**src/rtl/divider.sv**
```systemverilog
// Multi-cycle radix-2 restoring integer divider (signed or unsigned).
//
// Ports:
//   clk         - clock; all state updates on the rising edge
//   reset       - synchronous, active-high reset
//   start       - request; accepted when start=1 and busy=0
//   a, b        - dividend / divisor, sampled on acceptance
//   is_signed   - 1: two's-complement division, 0: unsigned
//   busy        - high from the acceptance edge until the edge raising done
//   done        - one-cycle pulse; results valid from this cycle on
//   quotient    - result quotient, held until the next result
//   remainder   - result remainder (takes the dividend's sign)
//   div_zero    - last request had b=0
//   is_zero     - quotient == 0
//   is_negative - quotient MSB
module divider #(
  parameter int unsigned WIDTH = 32
) (
  input  logic             clk,
  input  logic             reset,
  input  logic             start,
  input  logic [WIDTH-1:0] a,
  input  logic [WIDTH-1:0] b,
  input  logic             is_signed,
  output logic             busy,
  output logic             done,
  output logic [WIDTH-1:0] quotient,
  output logic [WIDTH-1:0] remainder,
  output logic             div_zero,
  output logic             is_zero,
  output logic             is_negative
);

  localparam int unsigned CntW = $clog2(WIDTH + 1);

  typedef enum logic [1:0] {StIdle, StRun, StFix, StDone} state_e;

  state_e           state_q, state_d;
  logic [WIDTH-1:0] dvd_q, dvd_d;        // dividend, quotient bits shift in at the LSB
  logic [WIDTH-1:0] dvs_q, dvs_d;        // divisor magnitude
  logic [WIDTH-1:0] rem_q, rem_d;        // partial remainder
  logic [CntW-1:0]  cnt_q, cnt_d;
  logic             neg_quot_q, neg_quot_d;
  logic             neg_rem_q, neg_rem_d;
  logic             dz_q, dz_d;
  logic [WIDTH-1:0] quotient_q, quotient_d;
  logic [WIDTH-1:0] remainder_q, remainder_d;
  logic             div_zero_q, div_zero_d;

  logic             accept;
  logic             b_zero;
  logic [WIDTH-1:0] a_mag, b_mag;
  logic [WIDTH:0]   rem_shift, rem_sub;

  assign accept = start && ((state_q == StIdle) || (state_q == StDone));
  assign b_zero = (b == '0);

  // State register and datapath registers
  always_ff @(posedge clk) begin
    if (reset) begin
      state_q     <= StIdle;
      dvd_q       <= '0;
      dvs_q       <= '0;
      rem_q       <= '0;
      cnt_q       <= '0;
      neg_quot_q  <= 1'b0;
      neg_rem_q   <= 1'b0;
      dz_q        <= 1'b0;
      quotient_q  <= '0;
      remainder_q <= '0;
      div_zero_q  <= 1'b0;
    end else begin
      state_q     <= state_d;
      dvd_q       <= dvd_d;
      dvs_q       <= dvs_d;
      rem_q       <= rem_d;
      cnt_q       <= cnt_d;
      neg_quot_q  <= neg_quot_d;
      neg_rem_q   <= neg_rem_d;
      dz_q        <= dz_d;
      quotient_q  <= quotient_d;
      remainder_q <= remainder_d;
      div_zero_q  <= div_zero_d;
    end
  end

  // Next-state logic. A zero divisor skips the iterations but still passes through
  // FIX, so busy is high for one cycle and done follows one cycle after acceptance.
  always_comb begin
    state_d = state_q;
    unique case (state_q)
      StIdle, StDone: begin
        if (accept) state_d = b_zero ? StFix : StRun;
        else        state_d = StIdle;
      end
      StRun:   if (cnt_q == CntW'(1)) state_d = StFix;
      StFix:   state_d = StDone;
      default: state_d = StIdle;
    endcase
  end

  // Datapath next-state
  always_comb begin
    dvd_d       = dvd_q;
    dvs_d       = dvs_q;
    rem_d       = rem_q;
    cnt_d       = cnt_q;
    neg_quot_d  = neg_quot_q;
    neg_rem_d   = neg_rem_q;
    dz_d        = dz_q;
    quotient_d  = quotient_q;
    remainder_d = remainder_q;
    div_zero_d  = div_zero_q;

    a_mag = (is_signed && a[WIDTH-1]) ? -a : a;
    b_mag = (is_signed && b[WIDTH-1]) ? -b : b;

    // One bit wider than the operands: the shifted remainder can exceed WIDTH bits
    // when the divisor is close to 2^WIDTH.
    rem_shift = {rem_q, dvd_q[WIDTH-1]};
    rem_sub   = rem_shift - {1'b0, dvs_q};

    if (accept) begin
      if (b_zero) begin
        // Raw passthrough; FIX then loads these unchanged since both signs are clear.
        dvd_d      = '1;
        rem_d      = a;
        dvs_d      = '0;
        neg_quot_d = 1'b0;
        neg_rem_d  = 1'b0;
        dz_d       = 1'b1;
      end else begin
        dvd_d      = a_mag;
        dvs_d      = b_mag;
        rem_d      = '0;
        cnt_d      = CntW'(WIDTH);
        neg_quot_d = is_signed && (a[WIDTH-1] ^ b[WIDTH-1]);
        neg_rem_d  = is_signed && a[WIDTH-1];
        dz_d       = 1'b0;
      end
    end else begin
      unique case (state_q)
        StRun: begin
          if (!rem_sub[WIDTH]) begin
            rem_d = rem_sub[WIDTH-1:0];
            dvd_d = {dvd_q[WIDTH-2:0], 1'b1};
          end else begin
            rem_d = rem_shift[WIDTH-1:0];
            dvd_d = {dvd_q[WIDTH-2:0], 1'b0};
          end
          cnt_d = cnt_q - CntW'(1);
        end
        StFix: begin
          quotient_d  = neg_quot_q ? -dvd_q : dvd_q;
          remainder_d = neg_rem_q ? -rem_q : rem_q;
          div_zero_d  = dz_q;
        end
        default: ;
      endcase
    end
  end

  // Outputs
  always_comb begin
    busy        = (state_q == StRun) || (state_q == StFix);
    done        = (state_q == StDone);
    quotient    = quotient_q;
    remainder   = remainder_q;
    div_zero    = div_zero_q;
    is_zero     = (quotient_q == '0);
    is_negative = quotient_q[WIDTH-1];
  end

endmodule

```
**config.mk**
```make
export PLATFORM = sky130hd
export DESIGN_NAME = divider
export DESIGN_NICKNAME = d
export VERILOG_FILES = /design/src/rtl/divider.sv
export SDC_FILE = /design/constraint.sdc
export NUM_CORES = 1
export LEC_CHECK = 0
export CAP_MARGIN = 40
export CORE_UTILIZATION = 25
export DETAILED_ROUTE_END_ITERATION = 10
export PLACE_DENSITY_LB_ADDON = 0.3
export SLEW_MARGIN = 10
export SYNTH_ARGS = -nofsm -noshare
export SYNTH_HDL_FRONTEND = slang
export SYNTH_SLANG_ARGS = --single-unit
```
**constraint.sdc**
```tcl
create_clock -name clk -period 6.2 [get_ports clk]
set_input_delay 0.62 -clock clk [delete_from_list [all_inputs] [get_ports clk]]
set_output_delay 0.62 -clock clk [all_outputs]
set_load 0.05 [all_outputs]
```
==> impl_metrics.json, run 1 <==
{
  "synth_top_cell_area_share_pct": 30.4,
  "p_per_area_nw_per_um2": 481,
  "clockBufferDepth": 2,
  "synth.avg_cell_area_um2": 7.86,
  "antenna_found_initial": 0,
  "outcome": "finished, final reports clean",
  "ctsResizeCount": 0,
  "die_w_um": 215,
  "grt.overflow.total": 0,
  "min_period_ns": 4.07,
  "grt_pass1_wl_um": 58100,
  "fin_nets": 1624,
  "finalCritPeriodShare_pct": 65.7,
  "synth_cell_types": 62,
  "r2r-end": "rem_q[19]",
  "io-pin-count": 137,
  "crit_path_max_fanout": 19,
  "dp_hpwl_um": 29600,
  "drive_gt1_share_pct": 4.06,
  "clk_latency_ns": 0.46,
  "clkTransAtPathRegs_ns": 0.08,
  "final_hold_viol_count": 0,
  "grtUsageTotal_pct": 16.1,
  "postCtsSetupBuffers": 0,
  "tightestPinTransition_ns": 0.844,
  "syn-num-nets": 1553,
  "synth_edf_count": 0,
  "vdd_drop_max_mv": 0.256,
  "netlist_area_um2": 11300,
  "rsz0062_at_grt": "no",
  "cts_sinks": 172,
  "relSlewSlack_pct": 43.7,
  "synthTopCellsByCount": "dfxtp_1 (172), nor2_1 (170), nand2_1 (103)",
  "gp_congestion": 0.907,
  "reg2reg_depth": 11,
  "syn-instance-count": 1443,
  "ff2ff_setup_slack_ns": 2.32,
  "end_kind": "flop",
  "synth_ff_type": "dfxtp_1",
  "finalMaxSlewViolations": 0,
  "skew_ns": 0.0233,
  "hp-start": "dvs_q[18]",
  "antenna_cells": 0,
  "wl_per_cell_um": 18.0,
  "finalInstanceArea_um2": 13800,
  "wirelength_um": 38200,
  "core_um2": 44500,
  "area_growth_syn_to_layout_pct": 21.6,
  "grt_max_degree": 89,
  "die_h_um": 215,
  "crit_arrival_ns": 4.48,
  "numCtsBuffers": 17,
  "dpl_cell_area_um2": 13200,
  "setup-violations-final": 0,
  "start_util_pct": 25.5,
  "die-area_um2": 46200,
  "synthArstFlopShare_pct": 0,
  "hold_buffers": 0,
  "drt_iter0_markers": 857,
  "seq_area_frac_synth_pct": 30.4,
  "hp-class": "flop to flop",
  "required_ns": 6.61,
  "first_global_vias": 9942,
  "drcViolationCount": 0,
  "h-tree-depth": 4,
  "num_rows": 77,
  "post_drt_via_cell_ratio": 5.08,
  "startpoint_type": "input port",
  "drt_pass1_iterations": 5,
  "p_leak_uw": 0.00484,
  "max_freq_ghz": 0.246,
  "final.setup.tns_ns": 0,
  "synth_largest_area_cell": "dfxtp_1",
  "cts-root-buf": "clkbuf_16",
  "drtAntennaViolNets": 0,
  "synthTopCellsByArea": "dfxtp_1 (30%), xor2_1 (7.2%), nor2_1 (5.6%), a211oi_1 (5.6%), mux2i_1 (4.9%)",
  "via_count": 10800,
  "portBuffers": 136,
  "maxCapViolations": 0,
  "yosys_register_bits": 172,
  "path_class": "input port to flop",
  "crit_end": "rem_q[19]",
  "timing.rr.start": "rem_q[0]",
  "cts_tree": "yes",
  "crit_start": "b[10]",
  "synth.most_common_cell": "dfxtp_1",
  "yosys_warnings": 0
}
## how the worst min path moves through the flow
stage	end	slack, ns	cells past startpoint
floorplan	dvs_q[18]	0.43	2
detailed placement	dvs_q[31]	0.45	2
global placement	dvs_q[31]	0.44	2
CTS	dvs_q[31]	0.46	2
finish	dvs_q[18]	0.46	2
global route	remainder[19]	0.50	2
## metal layers
| metal | vias to the layer above | GRT usage (%) | share of wire (%) |
|---|---|---|---|
| li1 | 5406 | - | - |
| met1 | 5017 | 21.7 | 47 |
| met2 | 276 | 24.9 | 45 |
| met3 | 57 | 2.77 | 4.6 |
| met4 | 0 | 7.71 | 3.8 |
| met5 | - | 0 | 0 |
## state kept, by name, indices dropped and copies added, names as in the netlist
signal	cells
remainder	32
div_zero	1
dvs_q	32
neg_quot_q	1
cnt_q	6
rem_q	32
neg_rem_q	1
dz_q	1
quotient	32
state_q	2
dvd_q	32
## critical path: stages
cell	delay, ns
clkdlybuf4s50_1	0.48
or4_1	0.59
or4_1	0.49
nor3_1	0.44
and4_1	0.28
buf_4	0.25
and2_1	0.65
buf_4	0.31
a22oi_1	0.08
o32ai_1	0.13
a31o_2	0.14
## kinds of logic after synthesis
group	synth area share, %
AO/OA/AOI/OAI	26.1
XOR/XNOR	11.1
adder cells (fa/ha/maj)	4.70
buffers and inverters	5.22
flip-flops	30.4
multiplexers	4.94
AND/OR/NAND/NOR	17.6
## where the power goes
group | switching, µW | internal (µW) | total, µW
Clock | 493 | 574 | 1070
Combinational | 2370 | 1410 | 3770
Sequential | 376 | 1420 | 1790
## through the flow
step / setup slack, ns / cells / util [%] / hold WS, ns / power, µW
4_1_cts: 2.19 / 2119 / 31.0 / 0.460 / 6660
3_5_place_dp: 1.68 / 2087 / 29.7 / 0.450 / 5580
3_3_place_gp: 1.68 / 2084 / 29.6 / 0.443 / 5510
5_1_grt: 1.96 / 2119 / 31.0 / 0.498 / 7110
2_1_floorplan: 3.01 / 1443 / - / 0.432 / 4450
6_report: 2.13 / 2119 / 31.0 / 0.456 / 6630
## cell usage in the layout, fill, tap and decap left out, drive strengths merged, types with 9 or more instances in the layout
cell type,instances
a211oi,84
a21o,10
a21oi,101
a221oi,27
a22oi,25
a31oi,13
and2,9
buf,15
clkbuf,19
clkdlybuf4s50,135
dfxtp,172
ha,41
inv,64
mux2i,56
nand2,103
nand2b,11
nand3,24
nand4,10
nor2,170
nor2b,9
nor3,36
nor4,25
o211ai,11
o21a,10
o21ai,67
o22ai,20
o31ai,32
o41ai,14
or3,15
or4,10
xnor2,51
xor2,93
## area by class of cell
type	count	area, µm²
clock buffer	19	443
clock inverter	13	129
fill	4781	30700
inverter	57	214
multi-input combinational	1116	7330
sequential	172	3440
tap	592	741
timing repair buffer	150	1500
(Power assumes the default switching activity.)
==> inputs of run 2 (changes only) <==
clock period = 3.8 ns   (was 6.2 ns; I/O delays follow)
==> impl_metrics.json, run 2 (synthesis gave the netlist of run 1 again) <==
{
  "outcome": "finished, final reports clean",
  "first_global_vias": 10300,
  "timing.critical_path.slowest_stage_cell": "mux2i_1",
  "postCtsSetupBuffers": 0,
  "finalInstanceArea_um2": 14100,
  "fin_nets": 1660,
  "reg2reg_depth": 14,
  "drt_pass1_iterations": 5,
  "crit_arrival_ns": 3.90,
  "final_cell_mix": "dfxtp_1 (172), nor2_1 (168), clkdlybuf4s50_1 (135)",
  "die_w_um": 215,
  "finalMaxSlewViolations": 0,
  "portBuffers": 136,
  "clockBufferDepth": 2,
  "grt_pass1_wl_um": 61000,
  "dpl_cell_area_um2": 13500,
  "ff2ff_setup_slack_ns": 0.27,
  "drt_iter0_markers": 713,
  "via_count": 10900,
  "gp_congestion": 0.901,
  "end_kind": "flop",
  "drive_gt1_share_pct": 6.27,
  "finalWorstSetupSlack_ns": 0.269,
  "start_util_pct": 25.5,
  "crit_path_max_fanout": 5,
  "drcViolationCount": 0,
  "wirelength_um": 39400,
  "ctsResizeCount": 0,
  "h-tree-depth": 4,
  "numCtsBuffers": 17,
  "drtAntennaViolNets": 0,
  "path_class": "flop to flop",
  "final_hold_viol_count": 0,
  "core_um2": 44500,
  "required_ns": 4.17,
  "max_freq_ghz": 0.283,
  "grtUsageTotal_pct": 16.9,
  "cts_sinks": 172,
  "cts_tree": "yes",
  "min_period_ns": 3.53,
  "finalPower_uw": 11200,
  "rsz0062_at_grt": "no",
  "fill_cells": 4763,
  "layout_commonest_cell": "dfxtp_1",
  "grt.overflow.total": 0,
  "clkTransAtPathRegs_ns": 0.08,
  "setup-violations-final": 0,
  "post_drt_via_cell_ratio": 5.06,
  "num_rows": 77,
  "p_leak_uw": 0.00504,
  "hold_buffers": 0,
  "whs_ns": 0.333,
  "hp-class": "input port to flop",
  "grt_max_degree": 98,
  "wl_per_cell_um": 18.3,
  "maxCapViolations": 0,
  "io-pin-count": 137,
  "dp_hpwl_um": 31000,
  "finalCritPeriodShare_pct": 92.9,
  "clk_latency_ns": 0.47,
  "startpoint_type": "flop",
  "crit_chain": "inv_1, ha_1, fa_1, nand2b_1, a21oi_1, buf_4, o211ai_1, a31oi_1, o21bai_1, a31oi_1, buf_4, mux2i_1, a221oi_1, nor4_1",
  "cts-root-buf": "clkbuf_16",
  "skew_ns": 0.0146,
  "place_ws_ns": 0.0692,
  "relSlewSlack_pct": 39.8,
  "area_growth_syn_to_layout_pct": 24.7,
  "final.setup.tns_ns": 0,
  "antenna_found_initial": 2,
  "p_per_area_nw_per_um2": 794,
  "max_stage_delay_ns": 0.45,
  "holdPathStages": 2,
  "vdd_drop_max_mv": 0.383,
  "die_h_um": 215,
  "tightestPinTransition_ns": 0.903,
  "die-area_um2": 46200
}
[run 2: per-stage QoR]
| stage | instances | util (%) |
|---|---|---|
| after floorplan | 1443 | - |
| after global placement | 2120 | 30.3 |
| after detailed placement | 2123 | 30.4 |
| after CTS | 2154 | 31.8 |
| after global routing | 2156 | 31.8 |
| final | 2156 | 31.8 |
[run 2: area by class of cell]
class,count,area (µm²),area share [%]
multi-input combinational,1116,7330,51.8
tap,592,741,5.24
antenna,2,5.00,0.0354
clock buffer,19,453,3.20
timing repair buffer,186,1810,12.8
inverter,57,214,1.51
clock inverter,12,149,1.05
sequential,172,3440,24.3
[run 2: where the power goes]
part / internal, µW / total, µW / switching [µW]
logic: 2510 / 6490 / 3980
clock network: 1020 / 1850 / 828
registers: 2310 / 2880 / 569
total: 5840 / 11200 / 5380
[run 2: per-layer routing]
layer  GRT usage, %  up-vias  part of all wire [%]
met1           23.0     5086                    47
li1               -     5483                     -
met5              0        -                     0
met3           2.53       68                   4.1
met4           7.80        0                   3.7
met2           26.2      262                    45
[run 2: worst max-delay path, delay by kind of cell (launching register included)]
| family | cells | cell delay (ns) |
|---|---|---|
| compound gates | 6 | 1.16 |
| fa+ha+maj | 2 | 0.68 |
| buf+inv | 3 | 0.42 |
| flops | 1 | 0.34 |
| mux | 1 | 0.45 |
| simple gates | 2 | 0.40 |
[run 2: final timing paths]
path,from,to
hold / removal,reset,cnt_q[4]
setup / recovery,dvd_q[31],rem_q[4]
hold reg to reg,dvs_q[31],dvs_q[31]
setup reg to reg,dvd_q[31],rem_q[4]
